### src/rtl/mips_alu_pkg.sv
// Shared definitions for the MIPS ALU issue sequencer: ALU control codes,
// opcode/funct encodings, FSM state and branch-kind enums and the decode bundle.
package mips_alu_pkg;

  // ALU control codes understood by mips_alu
  localparam logic [3:0] AluAnd = 4'd0;
  localparam logic [3:0] AluOr  = 4'd1;
  localparam logic [3:0] AluAdd = 4'd2;
  localparam logic [3:0] AluSub = 4'd6;
  localparam logic [3:0] AluSlt = 4'd7;  // unsigned compare
  localparam logic [3:0] AluSll = 4'd10;
  localparam logic [3:0] AluSrl = 4'd11;
  localparam logic [3:0] AluNor = 4'd12;

  // Primary opcodes
  localparam logic [5:0] OpRtype = 6'h00;
  localparam logic [5:0] OpBeq   = 6'h04;
  localparam logic [5:0] OpBne   = 6'h05;
  localparam logic [5:0] OpAddi  = 6'h08;
  localparam logic [5:0] OpAddiu = 6'h09;
  localparam logic [5:0] OpSlti  = 6'h0a;
  localparam logic [5:0] OpSltiu = 6'h0b;
  localparam logic [5:0] OpAndi  = 6'h0c;
  localparam logic [5:0] OpOri   = 6'h0d;

  // R-type funct field
  localparam logic [5:0] FnSll  = 6'h00;
  localparam logic [5:0] FnSrl  = 6'h02;
  localparam logic [5:0] FnAdd  = 6'h20;
  localparam logic [5:0] FnAddu = 6'h21;
  localparam logic [5:0] FnSub  = 6'h22;
  localparam logic [5:0] FnSubu = 6'h23;
  localparam logic [5:0] FnAnd  = 6'h24;
  localparam logic [5:0] FnOr   = 6'h25;
  localparam logic [5:0] FnNor  = 6'h27;
  localparam logic [5:0] FnSlt  = 6'h2a;
  localparam logic [5:0] FnSltu = 6'h2b;

  // Flipping bit 31 turns a signed compare into an unsigned one
  localparam logic [31:0] SignBias = 32'h8000_0000;

  typedef enum logic [1:0] {
    StIdle,
    StExec,
    StResp
  } state_e;

  typedef enum logic [1:0] {
    BrNone,
    BrEq,
    BrNe
  } br_kind_e;

  // Everything the sequencer needs from one decoded instruction
  typedef struct packed {
    logic [3:0]  ctrl;
    logic [31:0] a;
    logic [31:0] b;
    logic [4:0]  shamt;
    logic [4:0]  wr_reg;
    logic        wr_en;
    br_kind_e    br_kind;
    logic        illegal;
    logic        ovf_chk;
  } dec_t;

  // Signed overflow from operand and result sign bits (b is the subtrahend when is_sub)
  function automatic logic signed_ovf(input logic is_sub, input logic a_msb,
                                      input logic b_msb, input logic r_msb);
    logic same_sign;
    same_sign = is_sub ? (a_msb != b_msb) : (a_msb == b_msb);
    return same_sign && (r_msb != a_msb);
  endfunction

endpackage

### src/rtl/mips_alu_issue_if.sv
// Bundles the instruction handshake, the ALU port pair and the response
// handshake of the issue sequencer. The sequencer uses the slave view; the
// surrounding datapath (register read, ALU, write-back) uses the master view.
interface mips_alu_issue_if;

  // Instruction request
  logic        in_valid;
  logic        in_ready;
  logic [31:0] instr;
  logic [31:0] rs_val;
  logic [31:0] rt_val;

  // ALU ports
  logic [3:0]  alu_ctrl;
  logic [31:0] alu_a;
  logic [31:0] alu_b;
  logic [4:0]  alu_shamt;
  logic [31:0] alu_out;
  logic        alu_zero;

  // Write-back / branch response
  logic        res_valid;
  logic        res_ready;
  logic [31:0] res_data;
  logic [4:0]  res_wr_reg;
  logic        res_wr_en;
  logic        res_branch_taken;
  logic        res_illegal;
  logic        res_ovf;

  modport master (
    output in_valid, instr, rs_val, rt_val, alu_out, alu_zero, res_ready,
    input  in_ready, alu_ctrl, alu_a, alu_b, alu_shamt,
    input  res_valid, res_data, res_wr_reg, res_wr_en, res_branch_taken, res_illegal, res_ovf
  );

  modport slave (
    input  in_valid, instr, rs_val, rt_val, alu_out, alu_zero, res_ready,
    output in_ready, alu_ctrl, alu_a, alu_b, alu_shamt,
    output res_valid, res_data, res_wr_reg, res_wr_en, res_branch_taken, res_illegal, res_ovf
  );

endinterface

### src/rtl/mips_alu_decode.sv
// Combinational decoder: maps a MIPS instruction and its register operands to
// ALU control/operands/shift amount plus write-back, branch and illegal info.
module mips_alu_decode
  import mips_alu_pkg::*;
(
  input  logic [31:0] i_instr,
  input  logic [31:0] i_rs_val,
  input  logic [31:0] i_rt_val,
  output dec_t        o_dec
);

  logic [5:0]  w_opcode;
  logic [5:0]  w_funct;
  logic [4:0]  w_rt;
  logic [4:0]  w_rd;
  logic [4:0]  w_shamt;
  logic [31:0] w_imm_sext;
  logic [31:0] w_imm_zext;
  logic        w_legal;
  logic        w_writes;
  logic [4:0]  w_dst;
  logic        w_unused_rs_field;

  assign w_opcode   = i_instr[31:26];
  assign w_rt       = i_instr[20:16];
  assign w_rd       = i_instr[15:11];
  assign w_shamt    = i_instr[10:6];
  assign w_funct    = i_instr[5:0];
  assign w_imm_sext = {{16{i_instr[15]}}, i_instr[15:0]};
  assign w_imm_zext = {16'h0000, i_instr[15:0]};

  // rs arrives already resolved as i_rs_val
  assign w_unused_rs_field = ^i_instr[25:21];

  // Decode opcode/funct into the ALU issue bundle
  always_comb begin
    o_dec.ctrl    = AluAnd;
    o_dec.a       = i_rs_val;
    o_dec.b       = i_rt_val;
    o_dec.shamt   = 5'd0;
    o_dec.wr_reg  = 5'd0;
    o_dec.wr_en   = 1'b0;
    o_dec.br_kind = BrNone;
    o_dec.illegal = 1'b0;
    o_dec.ovf_chk = 1'b0;
    w_legal       = 1'b1;
    w_writes      = 1'b1;
    w_dst         = w_rt;

    if (w_opcode == OpRtype) begin
      w_dst = w_rd;
      case (w_funct)
        FnAdd: begin
          o_dec.ctrl    = AluAdd;
          o_dec.ovf_chk = 1'b1;
        end
        FnAddu: o_dec.ctrl = AluAdd;
        FnSub: begin
          o_dec.ctrl    = AluSub;
          o_dec.ovf_chk = 1'b1;
        end
        FnSubu: o_dec.ctrl = AluSub;
        FnAnd:  o_dec.ctrl = AluAnd;
        FnOr:   o_dec.ctrl = AluOr;
        FnNor:  o_dec.ctrl = AluNor;
        FnSltu: o_dec.ctrl = AluSlt;
        FnSlt: begin
          o_dec.ctrl = AluSlt;
          o_dec.a    = i_rs_val ^ SignBias;
          o_dec.b    = i_rt_val ^ SignBias;
        end
        FnSll: begin
          o_dec.ctrl  = AluSll;
          o_dec.a     = 32'd0;
          o_dec.shamt = w_shamt;
        end
        FnSrl: begin
          o_dec.ctrl  = AluSrl;
          o_dec.a     = 32'd0;
          o_dec.shamt = w_shamt;
        end
        default: w_legal = 1'b0;
      endcase
    end else begin
      o_dec.b = w_imm_sext;
      case (w_opcode)
        OpAddi: begin
          o_dec.ctrl    = AluAdd;
          o_dec.ovf_chk = 1'b1;
        end
        OpAddiu: o_dec.ctrl = AluAdd;
        OpSlti: begin
          o_dec.ctrl = AluSlt;
          o_dec.a    = i_rs_val ^ SignBias;
          o_dec.b    = w_imm_sext ^ SignBias;
        end
        OpSltiu: o_dec.ctrl = AluSlt;
        OpAndi: begin
          o_dec.ctrl = AluAnd;
          o_dec.b    = w_imm_zext;
        end
        OpOri: begin
          o_dec.ctrl = AluOr;
          o_dec.b    = w_imm_zext;
        end
        OpBeq: begin
          o_dec.ctrl    = AluSub;
          o_dec.b       = i_rt_val;
          o_dec.br_kind = BrEq;
          w_writes      = 1'b0;
        end
        OpBne: begin
          o_dec.ctrl    = AluSub;
          o_dec.b       = i_rt_val;
          o_dec.br_kind = BrNe;
          w_writes      = 1'b0;
        end
        default: w_legal = 1'b0;
      endcase
    end

    if (!w_legal) begin
      // Illegal: nothing is issued, only the flag survives
      o_dec.ctrl    = AluAnd;
      o_dec.a       = 32'd0;
      o_dec.b       = 32'd0;
      o_dec.shamt   = 5'd0;
      o_dec.br_kind = BrNone;
      o_dec.ovf_chk = 1'b0;
      o_dec.illegal = 1'b1;
    end else begin
      o_dec.wr_reg = w_dst;
      // $zero is never written
      o_dec.wr_en  = w_writes && (w_dst != 5'd0);
    end
  end

endmodule

### src/rtl/mips_alu_issue.sv
// Multi-cycle issue sequencer between register-read and write-back. Accepts an
// instruction, issues it to the external combinational ALU for one cycle,
// captures the result and returns a write-back/branch response.
// Optional feature: define MIPS_ALU_ISSUE_OVF_EN to flag signed overflow on
// add/addi/sub and suppress their write-back; otherwise res_ovf is tied 0.
module mips_alu_issue
  import mips_alu_pkg::*;
(
  input logic             clk,
  input logic             rst,
  mips_alu_issue_if.slave bus
);

  state_e      r_state;
  state_e      w_state_next;
  logic        w_accept;
  dec_t        w_dec;

  logic [3:0]  r_alu_ctrl;
  logic [31:0] r_alu_a;
  logic [31:0] r_alu_b;
  logic [4:0]  r_alu_shamt;

  logic [31:0] r_res_data;
  logic [4:0]  r_res_wr_reg;
  logic        r_res_wr_en;
  logic        r_res_taken;
  logic        r_res_illegal;
  br_kind_e    r_br_kind;
  logic        w_taken;

  mips_alu_decode u_decode (
    .i_instr  (bus.instr),
    .i_rs_val (bus.rs_val),
    .i_rt_val (bus.rt_val),
    .o_dec    (w_dec)
  );

`ifdef MIPS_ALU_ISSUE_OVF_EN
  logic r_ovf_chk;
  logic r_res_ovf;
  logic w_ovf;

  // Overflow of the instruction currently on the ALU ports
  always_comb begin
    w_ovf = r_ovf_chk && signed_ovf(r_alu_ctrl == AluSub, r_alu_a[31], r_alu_b[31],
                                    bus.alu_out[31]);
  end

  assign bus.res_ovf = r_res_ovf;
`else
  logic w_unused_ovf_chk;

  assign w_unused_ovf_chk = w_dec.ovf_chk;
  assign bus.res_ovf      = 1'b0;
`endif

  // State register
  always_ff @(posedge clk) begin
    if (rst) begin
      r_state <= StIdle;
    end else begin
      r_state <= w_state_next;
    end
  end

  // Next-state logic; illegal instructions skip the ALU cycle
  always_comb begin
    w_state_next = r_state;
    w_accept     = 1'b0;
    case (r_state)
      StIdle: begin
        if (bus.in_valid && !rst) begin
          w_accept     = 1'b1;
          w_state_next = w_dec.illegal ? StResp : StExec;
        end
      end
      StExec:  w_state_next = StResp;
      StResp: begin
        if (bus.res_ready) begin
          w_state_next = StIdle;
        end
      end
      default: w_state_next = StIdle;
    endcase
  end

  // Branch outcome from the ALU zero flag of the subtract
  always_comb begin
    case (r_br_kind)
      BrEq:    w_taken = bus.alu_zero;
      BrNe:    w_taken = !bus.alu_zero;
      default: w_taken = 1'b0;
    endcase
  end

  // ALU port and response registers: load on accept, capture result in EXEC
  always_ff @(posedge clk) begin
    if (rst) begin
      r_alu_ctrl    <= 4'd0;
      r_alu_a       <= 32'd0;
      r_alu_b       <= 32'd0;
      r_alu_shamt   <= 5'd0;
      r_res_data    <= 32'd0;
      r_res_wr_reg  <= 5'd0;
      r_res_wr_en   <= 1'b0;
      r_res_taken   <= 1'b0;
      r_res_illegal <= 1'b0;
      r_br_kind     <= BrNone;
`ifdef MIPS_ALU_ISSUE_OVF_EN
      r_ovf_chk     <= 1'b0;
      r_res_ovf     <= 1'b0;
`endif
    end else if (w_accept) begin
      r_alu_ctrl    <= w_dec.ctrl;
      r_alu_a       <= w_dec.a;
      r_alu_b       <= w_dec.b;
      r_alu_shamt   <= w_dec.shamt;
      r_res_data    <= 32'd0;
      r_res_wr_reg  <= w_dec.wr_reg;
      r_res_wr_en   <= w_dec.wr_en;
      r_res_taken   <= 1'b0;
      r_res_illegal <= w_dec.illegal;
      r_br_kind     <= w_dec.br_kind;
`ifdef MIPS_ALU_ISSUE_OVF_EN
      r_ovf_chk     <= w_dec.ovf_chk;
      r_res_ovf     <= 1'b0;
`endif
    end else if (r_state == StExec) begin
      r_res_data  <= bus.alu_out;
      r_res_taken <= w_taken;
`ifdef MIPS_ALU_ISSUE_OVF_EN
      if (w_ovf) begin
        // Wrapped result is kept in res_data but never written back
        r_res_ovf   <= 1'b1;
        r_res_wr_en <= 1'b0;
      end
`endif
    end
  end

  assign bus.in_ready         = (r_state == StIdle) && !rst;
  assign bus.res_valid        = (r_state == StResp);
  assign bus.alu_ctrl         = r_alu_ctrl;
  assign bus.alu_a            = r_alu_a;
  assign bus.alu_b            = r_alu_b;
  assign bus.alu_shamt        = r_alu_shamt;
  assign bus.res_data         = r_res_data;
  assign bus.res_wr_reg       = r_res_wr_reg;
  assign bus.res_wr_en        = r_res_wr_en;
  assign bus.res_branch_taken = r_res_taken;
  assign bus.res_illegal      = r_res_illegal;

endmodule

### src/flat_wrapper.sv
// flat-port wrapper written by rule: the top's interface ports become plain ports
module mips_alu_issue_flat import mips_alu_pkg::*;
  (clk, rst, bus_in_valid, bus_instr, bus_rs_val, bus_rt_val, bus_alu_out, bus_alu_zero, bus_res_ready, bus_in_ready, bus_alu_ctrl, bus_alu_a, bus_alu_b, bus_alu_shamt, bus_res_valid, bus_res_data, bus_res_wr_reg, bus_res_wr_en, bus_res_branch_taken, bus_res_illegal, bus_res_ovf);
  mips_alu_issue_if bus_i ();
  input logic clk;
  input logic rst;
  input wire logic [$bits(bus_i.in_valid)-1:0] bus_in_valid;
  input wire logic [$bits(bus_i.instr)-1:0] bus_instr;
  input wire logic [$bits(bus_i.rs_val)-1:0] bus_rs_val;
  input wire logic [$bits(bus_i.rt_val)-1:0] bus_rt_val;
  input wire logic [$bits(bus_i.alu_out)-1:0] bus_alu_out;
  input wire logic [$bits(bus_i.alu_zero)-1:0] bus_alu_zero;
  input wire logic [$bits(bus_i.res_ready)-1:0] bus_res_ready;
  output wire logic [$bits(bus_i.in_ready)-1:0] bus_in_ready;
  output wire logic [$bits(bus_i.alu_ctrl)-1:0] bus_alu_ctrl;
  output wire logic [$bits(bus_i.alu_a)-1:0] bus_alu_a;
  output wire logic [$bits(bus_i.alu_b)-1:0] bus_alu_b;
  output wire logic [$bits(bus_i.alu_shamt)-1:0] bus_alu_shamt;
  output wire logic [$bits(bus_i.res_valid)-1:0] bus_res_valid;
  output wire logic [$bits(bus_i.res_data)-1:0] bus_res_data;
  output wire logic [$bits(bus_i.res_wr_reg)-1:0] bus_res_wr_reg;
  output wire logic [$bits(bus_i.res_wr_en)-1:0] bus_res_wr_en;
  output wire logic [$bits(bus_i.res_branch_taken)-1:0] bus_res_branch_taken;
  output wire logic [$bits(bus_i.res_illegal)-1:0] bus_res_illegal;
  output wire logic [$bits(bus_i.res_ovf)-1:0] bus_res_ovf;
  assign bus_i.in_valid = bus_in_valid;
  assign bus_i.instr = bus_instr;
  assign bus_i.rs_val = bus_rs_val;
  assign bus_i.rt_val = bus_rt_val;
  assign bus_i.alu_out = bus_alu_out;
  assign bus_i.alu_zero = bus_alu_zero;
  assign bus_i.res_ready = bus_res_ready;
  assign bus_in_ready = bus_i.in_ready;
  assign bus_alu_ctrl = bus_i.alu_ctrl;
  assign bus_alu_a = bus_i.alu_a;
  assign bus_alu_b = bus_i.alu_b;
  assign bus_alu_shamt = bus_i.alu_shamt;
  assign bus_res_valid = bus_i.res_valid;
  assign bus_res_data = bus_i.res_data;
  assign bus_res_wr_reg = bus_i.res_wr_reg;
  assign bus_res_wr_en = bus_i.res_wr_en;
  assign bus_res_branch_taken = bus_i.res_branch_taken;
  assign bus_res_illegal = bus_i.res_illegal;
  assign bus_res_ovf = bus_i.res_ovf;
  mips_alu_issue u_core (.clk(clk), .rst(rst), .bus(bus_i));
endmodule
### config.mk
export PLATFORM = sky130hd
export DESIGN_NAME = mips_alu_issue_flat
export DESIGN_NICKNAME = d
export VERILOG_FILES = /design/src/rtl/mips_alu_pkg.sv /design/src/rtl/mips_alu_issue_if.sv /design/src/rtl/mips_alu_decode.sv /design/src/rtl/mips_alu_issue.sv /design/src/flat_wrapper.sv
export SDC_FILE = /design/constraint.sdc
export NUM_CORES = 1
export LEC_CHECK = 0
export CORE_MARGIN = 3
export CORE_UTILIZATION = 42
export DETAILED_ROUTE_END_ITERATION = 10
export PLACE_DENSITY = 0.86
export SYNTH_ARGS = -nofsm -noshare
export SYNTH_HDL_FRONTEND = slang
export SYNTH_SLANG_ARGS = --single-unit
### constraint.sdc
create_clock -name clk -period 4.1 [get_ports clk]
set_input_delay 0.615 -clock clk [delete_from_list [all_inputs] [get_ports clk]]
set_output_delay 0.615 -clock clk [all_outputs]
set_load 0.005 [all_outputs]
==> results of run 1 <==
## cell type report
type,count,area (µm²)
Inverter,4,15.0
Multi-Input combinational cell,338,1970
Sequential cell,117,2340
Timing Repair Buffer,247,2460
Clock buffer,20,455
Tap cell,136,170
Fill cell,785,2810
Clock inverter,12,144
## cell usage after synthesis (all sizes together), types with 4 or more instances
library cell,count
nand2,107
nor3,12
a211oi,5
nand2b,6
a22o,36
mux2i,22
a31oi,4
nor2b,4
dfxtp,117
a21oi,52
buf,13
clkbuf,28
o21ai,42
nor2,13
inv,4
and3,4
nand3b,4
## layer usage
metal	up-vias	wire length (µm)
met5	-	0
met2	203	7570
met3	30	1470
li1	2206	-
met1	2114	5490
met4	0	365
## how the worst max path moves through the flow
stage	cells past startpoint	end	startpoint	slack, ns
after detailed placement	8	u_core.bus.alu_a[14]	bus_instr[27]	0.98
final	8	u_core.bus.alu_a[25]	bus_instr[27]	1.48
after floorplan	6	u_core.bus.alu_a[10]	bus_instr[31]	1.88
after CTS	8	u_core.bus.alu_a[14]	bus_instr[27]	1.51
after global placement	8	u_core.bus.alu_a[14]	bus_instr[27]	1.04
after global routing	8	u_core.bus.alu_a[30]	bus_instr[27]	1.38
## cell families after synthesis
group,after synthesis
AND/OR/NAND/NOR,160
AO/OA/AOI/OAI,154
flip-flops,117
buffers and inverters,45
multiplexers,22
XOR/XNOR,1
other,1
## worst max-delay path: cells and delay by family
kind / cells / cell delay (ns)
buffers and inverters: 3 / 1.11
AO/OA/AOI/OAI: 3 / 0.60
AND/OR/NAND/NOR: 2 / 0.71
## where the power goes
part / total, W / internal (W) / switching, W
clock network: 0.00145 / 0.000921 / 0.000529
logic: 0.000270 / 0.000161 / 0.000108
registers: 0.00116 / 0.00115 / 0.00000862
total: 0.00288 / 0.00223 / 0.000646
## through the flow
| stage | hold slack [ns] | setup WS (ns) | std cells |
|---|---|---|---|
| after CTS | 0.456 | 1.51 | 874 |
| final | 0.449 | 1.48 | 874 |
| after global placement | 0.434 | 1.04 | 842 |
| after global routing | 0.475 | 1.38 | 874 |
| after floorplan | 0.444 | 1.88 | 500 |
| after detailed placement | 0.436 | 0.982 | 842 |
==> results_dict.tcl, run 1 <==
set metrics [dict create \
    cts_max_path_buffers 2 \
    critPathCaptureType "register" \
    synthCells 500 \
    drv_slew 0 \
    finalPower_w 0.00288 \
    utilization 0.729 \
    cts_resized 0 \
    synthesis.area_mm2 0.00448 \
    period_share 0.640 \
    outcome "finished clean" \
    slew_headroom 0.152 \
    path_max_fanout 31 \
    nets 858 \
    grt.overflow.total 0 \
    postPlaceCellArea_mm2 0.00696 \
    syn_area_per_cell_um2 8.96 \
    ys_warn_count 0 \
    fin_skew_ns 0.0116 \
    regToRegEndpoint "u_core.bus.res_wr_reg[0]" \
    post-synth-top-area-cell "dfxtp_1" \
    drv_cap 0 \
    grt_util_met3 0.101 \
    wl_um 14900 \
    path_class "in -> reg" \
    core_mm2 0.0104 \
    grt_pass1_vias 4450 \
    io-pin-count 249 \
    dp_hpwl_um 11000 \
    synthMuxAreaShare 0.0492 \
    peakVddDrop_mv 0.214 \
    start_util 0.432 \
    synth-seq-cells 117 \
    cts_hold_buf 0 \
    cts_setup_buffers 0 \
    synthToLayoutAreaGrowth_pct 68.7 \
    cts-htree-levels 4 \
    wl_per_cell_um 17.0 \
    crit_top_cell "buf_4" \
    synthAdderAreaFrac 0 \
    gp_routability_congestion 0.797 \
    grt_busiest_layer "met2" \
    portBuffers 242 \
    die_w_um 109 \
    ant_nets 0 \
    met2_usage 0.418 \
    cp.arrival_ns 3.07 \
    final_area_mm2 0.00756 \
    grt_max_degree 40 \
    final_cell_mix "242 x clkdlybuf4s50_1, 117 x dfxtp_1, 107 x nand2_1" \
    fp-row-count 37 \
    final_common_cell "clkdlybuf4s50_1" \
    finalCriticalPeriod_ns 2.62 \
    clkTransAtPathRegs_ns 0.06 \
    viasPerCell 5.21 \
    drt_first_iter_violations 450 \
    cts_inserted_buffers 17 \
    ys_types 43 \
    fmax_mhz 381 \
    yosysSeqAreaShare 0.523 \
    clk_latency_ns 0.51 \
    hp-start "u_core.bus.alu_b[24]" \
    grt_pass1_wl_um 22200 \
    tightest_slew_ns 1.27 \
    finalHoldViolCount 0 \
    chipHeight_um 109 \
    r2r-start "u_core.r_state[1]" \
    startpoint_type "input port" \
    antennaDiodeCount 0 \
    rsz0062_at_grt "no" \
    antenna_found_initial 0 \
    yosys-top-cells-area "dfxtp_1 52%, nand2_1 9.0%, a22o_1 7.0%" \
    final_layout_size_suffix_gt1_frac 0.0637 \
    die_area_mm2 0.0119 \
    total_leakage_power_nw 2.68 \
    min_to "u_core.bus.alu_b[24]" \
    netlist.area_leader.share 0.523 \
    syn-num-nets 633 \
    drc 0 \
    synth_xor_area_frac 0.00196 \
    crit_chain "clkdlybuf4s50_1, or4_4, nor3_4, buf_4, a31oi_1, a211oi_4, buf_4, a22o_1" \
    synthArstFlopShare 0 \
    cts.sinks 117 \
    hold_path_class "reg -> reg" \
    p_per_area_mw_per_mm2 381 \
    rr_worst_depth 5 \
    dr_total_vias 4553 \
    tns_ns 0 \
    critical_path_required_ns 4.54 \
    grt_usage 0.240 \
    slowest_stage "or4_4" \
    setup_viol_count_final 0 \
    dominantRegCellSynth "dfxtp_1" \
    synth_top_family_by_area "compound AO/OA/AOI/OAI gates" \
    cts_tree "built" \
    yosys.area_share.simple 0.160 \
    min_delay_path_depth 2 \
    grt_use_met1 0.255 \
    r2r_setup_slack_ns 1.95 \
    critPathMaxStageDelay_ns 0.58 \
    first_pass_iters 6 \
    root_buffer "clkbuf_8" \
    synth-compound-area-share 0.220 \
    synth_edf_count 0 \
]
Power figures use the tool's default switching activity.
==> run 2: changes to the inputs <==
--- a/config.mk
+++ b/config.mk
@@ -6,9 +6,9 @@
 export NUM_CORES = 1
 export LEC_CHECK = 0
 export CORE_MARGIN = 3
-export CORE_UTILIZATION = 42
+export CORE_UTILIZATION = 35
 export DETAILED_ROUTE_END_ITERATION = 10
-export PLACE_DENSITY = 0.86
+export PLACE_DENSITY = 0.77
 export SYNTH_ARGS = -nofsm -noshare
 export SYNTH_HDL_FRONTEND = slang
 export SYNTH_SLANG_ARGS = --single-unit
==> constraint.sdc (replaced) <==
create_clock -name clk -period 2.2 [get_ports clk]
set_input_delay 0.33 -clock clk [delete_from_list [all_inputs] [get_ports clk]]
set_output_delay 0.33 -clock clk [all_outputs]
set_load 0.005 [all_outputs]
==> run 2 against run 1 <==
  * Critical path depth decreased by 1
  * Setup slack lost 1.4 ns
  * First-iteration DRC count decreased by 43%
  * Via count is 2.6% higher
==> results_dict.tcl, run 2 (same netlist as run 1, synthesis figures left out) <==
set metrics [dict create \
    grt_use_met1 0.225 \
    total_leakage_power_nw 2.88 \
    grt.overflow.total 0 \
    dp_hpwl_um 11300 \
    root_buffer "clkbuf_16" \
    cts_setup_buffers 0 \
    hold_path_class "reg -> reg" \
    met2_usage 0.354 \
    regToRegEndpoint "u_core.bus.alu_b[17]" \
    final_layout_size_suffix_gt1_frac 0.102 \
    portBuffers 242 \
    first_pass_iters 4 \
    ant_nets 0 \
    slew_headroom 0.598 \
    cts.sinks 117 \
    tightest_slew_ns 0.603 \
    setup_viol_count_final 0 \
    clk_latency_ns 0.41 \
    chipHeight_um 119 \
    finalCriticalPeriod_ns 2.12 \
    drv_slew 0 \
    post-place-ws_ns -0.298 \
    grt_busiest_layer "met2" \
    whs_ns 0.453 \
    final_cells 941 \
    r2r_setup_slack_ns 0.17 \
    antennaDiodeCount 0 \
    outcome "finished clean" \
    drv_cap 0 \
    fin_skew_ns 0.00662 \
    dp.cells 911 \
    critPathCaptureType "register" \
    cts_hold_buf 0 \
    gp_routability_congestion 0.887 \
    finalHoldViolCount 0 \
    nets 895 \
    period_share 0.961 \
    path_class "in -> reg" \
    grt_usage 0.207 \
    timing.final.ws_setup_ns 0.0849 \
    critPathLaunch "bus_instr[31]" \
    grt_max_degree 37 \
    final_area_mm2 0.00790 \
    cts_max_path_buffers 2 \
    viasPerCell 4.96 \
    die_area_mm2 0.0142 \
    core_mm2 0.0123 \
    cts_tree "built" \
    grt_util_met3 0.0764 \
    grt_pass1_wl_um 23500 \
    drt_first_iter_violations 258 \
    start_util 0.365 \
    cts_inserted_buffers 17 \
    wl_per_cell_um 15.7 \
    cts-htree-levels 4 \
    fp-row-count 40 \
    io-pin-count 249 \
    r2r-start "u_core.r_state[0]" \
    rr_worst_depth 5 \
    clkTransAtPathRegs_ns 0.05 \
    antenna_found_initial 0 \
    min_delay_path_depth 2 \
    drc 0 \
    die_w_um 119 \
    p_per_area_mw_per_mm2 668 \
    endpoint "u_core.bus.alu_a[9]" \
    utilization 0.644 \
    grt_pass1_vias 4740 \
    dr_total_vias 4671 \
    postPlaceCellArea_mm2 0.00733 \
    wl_um 14700 \
    cp.arrival_ns 2.46 \
    peakVddDrop_mv 0.515 \
    final_cell_mix "242 x clkdlybuf4s50_1, 117 x dfxtp_1, 107 x nand2_1" \
    rsz0062_at_grt "no" \
    cts_resized 0 \
    critical_path_required_ns 2.55 \
    fmax_mhz 473 \
    final_common_cell "clkdlybuf4s50_1" \
    startpoint_type "input port" \
    synthToLayoutAreaGrowth_pct 76.3 \
    path_max_fanout 18 \
]
==> run 2: cell types whose count changed in the layout (fill, tap and decap cells not counted), moves of 3 or more <==
cell,previous run,this run
buf_12,0,4
clkinv_4,4,0
inv_6,3,0
clkinv_2,0,3
clkinvlp_4,3,0
clkbuf_1,0,4
buf_4,5,38
==> run 2: cell type report <==
| type | count | area, µm² |
|---|---|---|
| fillers | 1011 | 4370 |
| repair buffers | 284 | 2790 |
| flip-flops and latches | 117 | 2340 |
| multi-input cells | 338 | 1990 |
| clock buffers | 26 | 509 |
| well taps | 168 | 210 |
| clock inverters | 4 | 45.0 |
| inverters | 4 | 15.0 |
==> run 2: per-stage QoR <==
step | total power, W | setup TNS (ns)
3_5_place_dp | 0.00276 | -17.05
6_report | 0.00528 | 0
3_3_place_gp | 0.00274 | -13.69
4_1_cts | 0.00533 | 0
5_1_grt | 0.00547 | 0
2_1_floorplan | 0.00236 | 0
==> run 2: worst min path at each step <==
stage                             startpoint                        to  slack [ns]
detailed placement  u_core.bus.res_wr_reg[4]  u_core.bus.res_wr_reg[4]        0.44
floorplan                      bus_instr[26]       u_core.r_br_kind[0]        0.43
global route                 bus_alu_out[24]   u_core.bus.res_data[24]        0.47
CTS                  u_core.bus.res_data[25]   u_core.bus.res_data[25]        0.45
finish               u_core.bus.res_data[31]   u_core.bus.res_data[31]        0.45
global placement    u_core.bus.res_wr_reg[2]  u_core.bus.res_wr_reg[2]        0.44
==> run 2: worst max-delay path, cell delays in order <==
cell and delay (ns):
clkdlybuf4s50_1 0.41, or4_4 0.58, nor3_4 0.23, a31oi_1 0.20, a211oi_4 0.27, buf_4 0.26
a22o_1 0.17
==> run 2: report_power, final <==
part           total (W)  switching [W]  internal [W]
clock            0.00256       0.000876       0.00168
sequential       0.00216      0.0000140       0.00215
combinational   0.000554       0.000213      0.000342
total            0.00528        0.00110       0.00417
==> run 2: routing by layer <==
metal,vias up,part of all wire
met1,2154,0.39
met3,36,0.080
met5,-,0
met4,0,0.034
met2,204,0.50
li1,2277,-
==> run 3: changes to the inputs <==
--- a/config.mk
+++ b/config.mk
@@ -9,6 +9,7 @@
 export CORE_UTILIZATION = 35
 export DETAILED_ROUTE_END_ITERATION = 10
 export PLACE_DENSITY = 0.77
+export SETUP_SLACK_MARGIN = 0.4
 export SYNTH_ARGS = -nofsm -noshare
 export SYNTH_HDL_FRONTEND = slang
 export SYNTH_SLANG_ARGS = --single-unit
==> run 3 against run 2 <==
  * Fmax rose by 16%
  * Clock power rose by 5%
  * Register-to-register slack improved by 0.21 ns
  * Power rose by 3.1%
  * Critical endpoint is now u_core.bus.alu_b[17]
  * Largest power group unchanged
  * Combinational power rose by 7.4%
  * First-iteration DRC count fell by 7.4%
  * Non-clock buffer count rose by 22
==> results_dict.tcl, run 3 (same netlist as run 1, synthesis figures left out) <==
set metrics [dict create \
    utilization 0.683 \
    gp_routability_congestion 0.793 \
    crit_family "simple AND/OR/NAND/NOR gates" \
    setup_viol_count_final 0 \
    cts-htree-levels 4 \
    cp.arrival_ns 2.16 \
    critPathBufInv 3 \
    met2_wirelength_um 8190 \
    period_share 0.828 \
    outcome "finished clean" \
    first_pass_iters 5 \
    viasPerCell 5.01 \
    critPathLaunch "u_core.r_state[0]" \
    hold_path_class "in -> reg" \
    die_w_um 119 \
    portBuffers 242 \
    fmax_mhz 549 \
    critPathMaxStageDelay_ns 0.55 \
    wl_per_cell_um 17.0 \
    synthToLayoutAreaGrowth_pct 86.9 \
    final_cell_mix "229 x clkdlybuf4s50_1, 116 x dfxtp_1, 107 x nand2_1" \
    ant_nets 0 \
    drt_first_iter_violations 239 \
    startpoint_type "register" \
    critical_path_required_ns 2.54 \
    final_layout_size_suffix_gt1_frac 0.156 \
    grt.overflow.total 0 \
    final_common_cell "clkdlybuf4s50_1" \
    slowest_stage "or4b_4" \
    drv_slew 0 \
    grt_pass1_wl_um 25700 \
    postPlaceCellArea_mm2 0.00730 \
    hp-start "rst" \
    finalCriticalPeriod_ns 1.82 \
    chipHeight_um 119 \
    finalHoldViolCount 0 \
    top_layer_used "met4" \
    drt-met1-wl_um 6420 \
    grt_usage 0.229 \
    grt_max_degree 34 \
    die_area_mm2 0.0142 \
    nets 917 \
    tns_ns 0 \
    core_mm2 0.0123 \
    drc 0 \
    crit_chain "or4b_4, a211oi_4, a41oi_4, buf_12, buf_6, buf_8, o21ai_1" \
    r2r-start "u_core.r_state[0]" \
    total_leakage_power_nw 3.12 \
    cts.sinks 117 \
    wl_met3_um 1160 \
    start_util 0.365 \
    clkTransAtPathRegs_ns 0.05 \
    cts_inserted_buffers 17 \
    cts_max_path_buffers 2 \
    drv_cap 0 \
    dp_hpwl_um 11400 \
    critPathCaptureType "register" \
    cts_tree "built" \
    p_per_area_mw_per_mm2 650 \
    finalPower_w 0.00544 \
    root_buffer "clkbuf_16" \
    cts_hold_buf 0 \
    path_class "reg -> reg" \
    rsz0062_at_grt "yes" \
    dr_total_vias 4822 \
    path_max_fanout 7 \
    whs_ns 0.312 \
    fp-row-count 40 \
    final_area_mm2 0.00837 \
    fin_skew_ns 0.00655 \
    wl_um 16300 \
    clk_latency_ns 0.40 \
    antenna_found_initial 1 \
    peakVddDrop_mv 0.507 \
    io-pin-count 249 \
    grt_pass1_vias 4981 \
]
-- run 3: cell types whose count changed in the layout (fill, tap and decap cells not counted), moves of 5 or more --
| cell | change |
|---|---|
| o21ai_0 | -26 |
| buf_4 | +5 |
| o21ai_1 | +21 |
| clkdlybuf4s50_1 | -13 |
| buf_6 | +8 |
| o21ai_2 | +5 |
| dlygate4sd2_1 | +7 |
-- run 3: routing by layer --
metal / vias to the layer above / global-route usage
li1: 2327 / -
met1: 2245 / 0.255
met2: 201 / 0.392
met3: 49 / 0.0750
met4: 0 / 0.114
met5: - / 0
-- run 3: worst reg2reg max path: stages (launching register included) --
cell and delay (ns):
dfxtp_4 0.34, or4b_4 0.55, a211oi_4 0.23, a41oi_4 0.09
buf_12 0.19, buf_6 0.12, buf_8 0.13, o21ai_1 0.12
-- run 3: worst paths after layout --
kind / endpoint / slack, ns / cells past startpoint
max: u_core.bus.alu_b[17] / 0.38 / 7
min: u_core.r_state[1] / 0.31 / 3
max reg2reg: u_core.bus.alu_b[17] / 0.38 / 7
min reg2reg: u_core.bus.alu_b[6] / 0.45 / 2
-- run 3: repair_timing --
action,CTS,global route
setup buffers,18,2
resized for setup,65,28
pin swaps,10,4
gates cloned,5,1
endpoints found under the setup margin,83,72
-- run 3: final cells by class --
cell class,instances,area [µm²]
timing repair buffer,306,3110
inverter,4,17.5
fill,947,3890
tap,168,210
clock inverter,4,70.1
sequential,117,2350
clock buffer,25,505
antenna,1,2.50
multi-input combinational,338,2110
-- run 3: stage by stage --
stage	setup slack [ns]	instances
after floorplan	0.318	500
after global placement	-0.182	907
after detailed placement	-0.310	907
after CTS	0.325	959
after global routing	0.330	963
final	0.378	963
-- run 3: report_power, final --
part | total (W) | leakage, nW | switching (W) | internal [W]
sequential | 0.00216 | 0.945 | 0.0000139 | 0.00215
clock | 0.00268 | 0.285 | 0.000890 | 0.00179
combinational | 0.000595 | 1.89 | 0.000240 | 0.000355
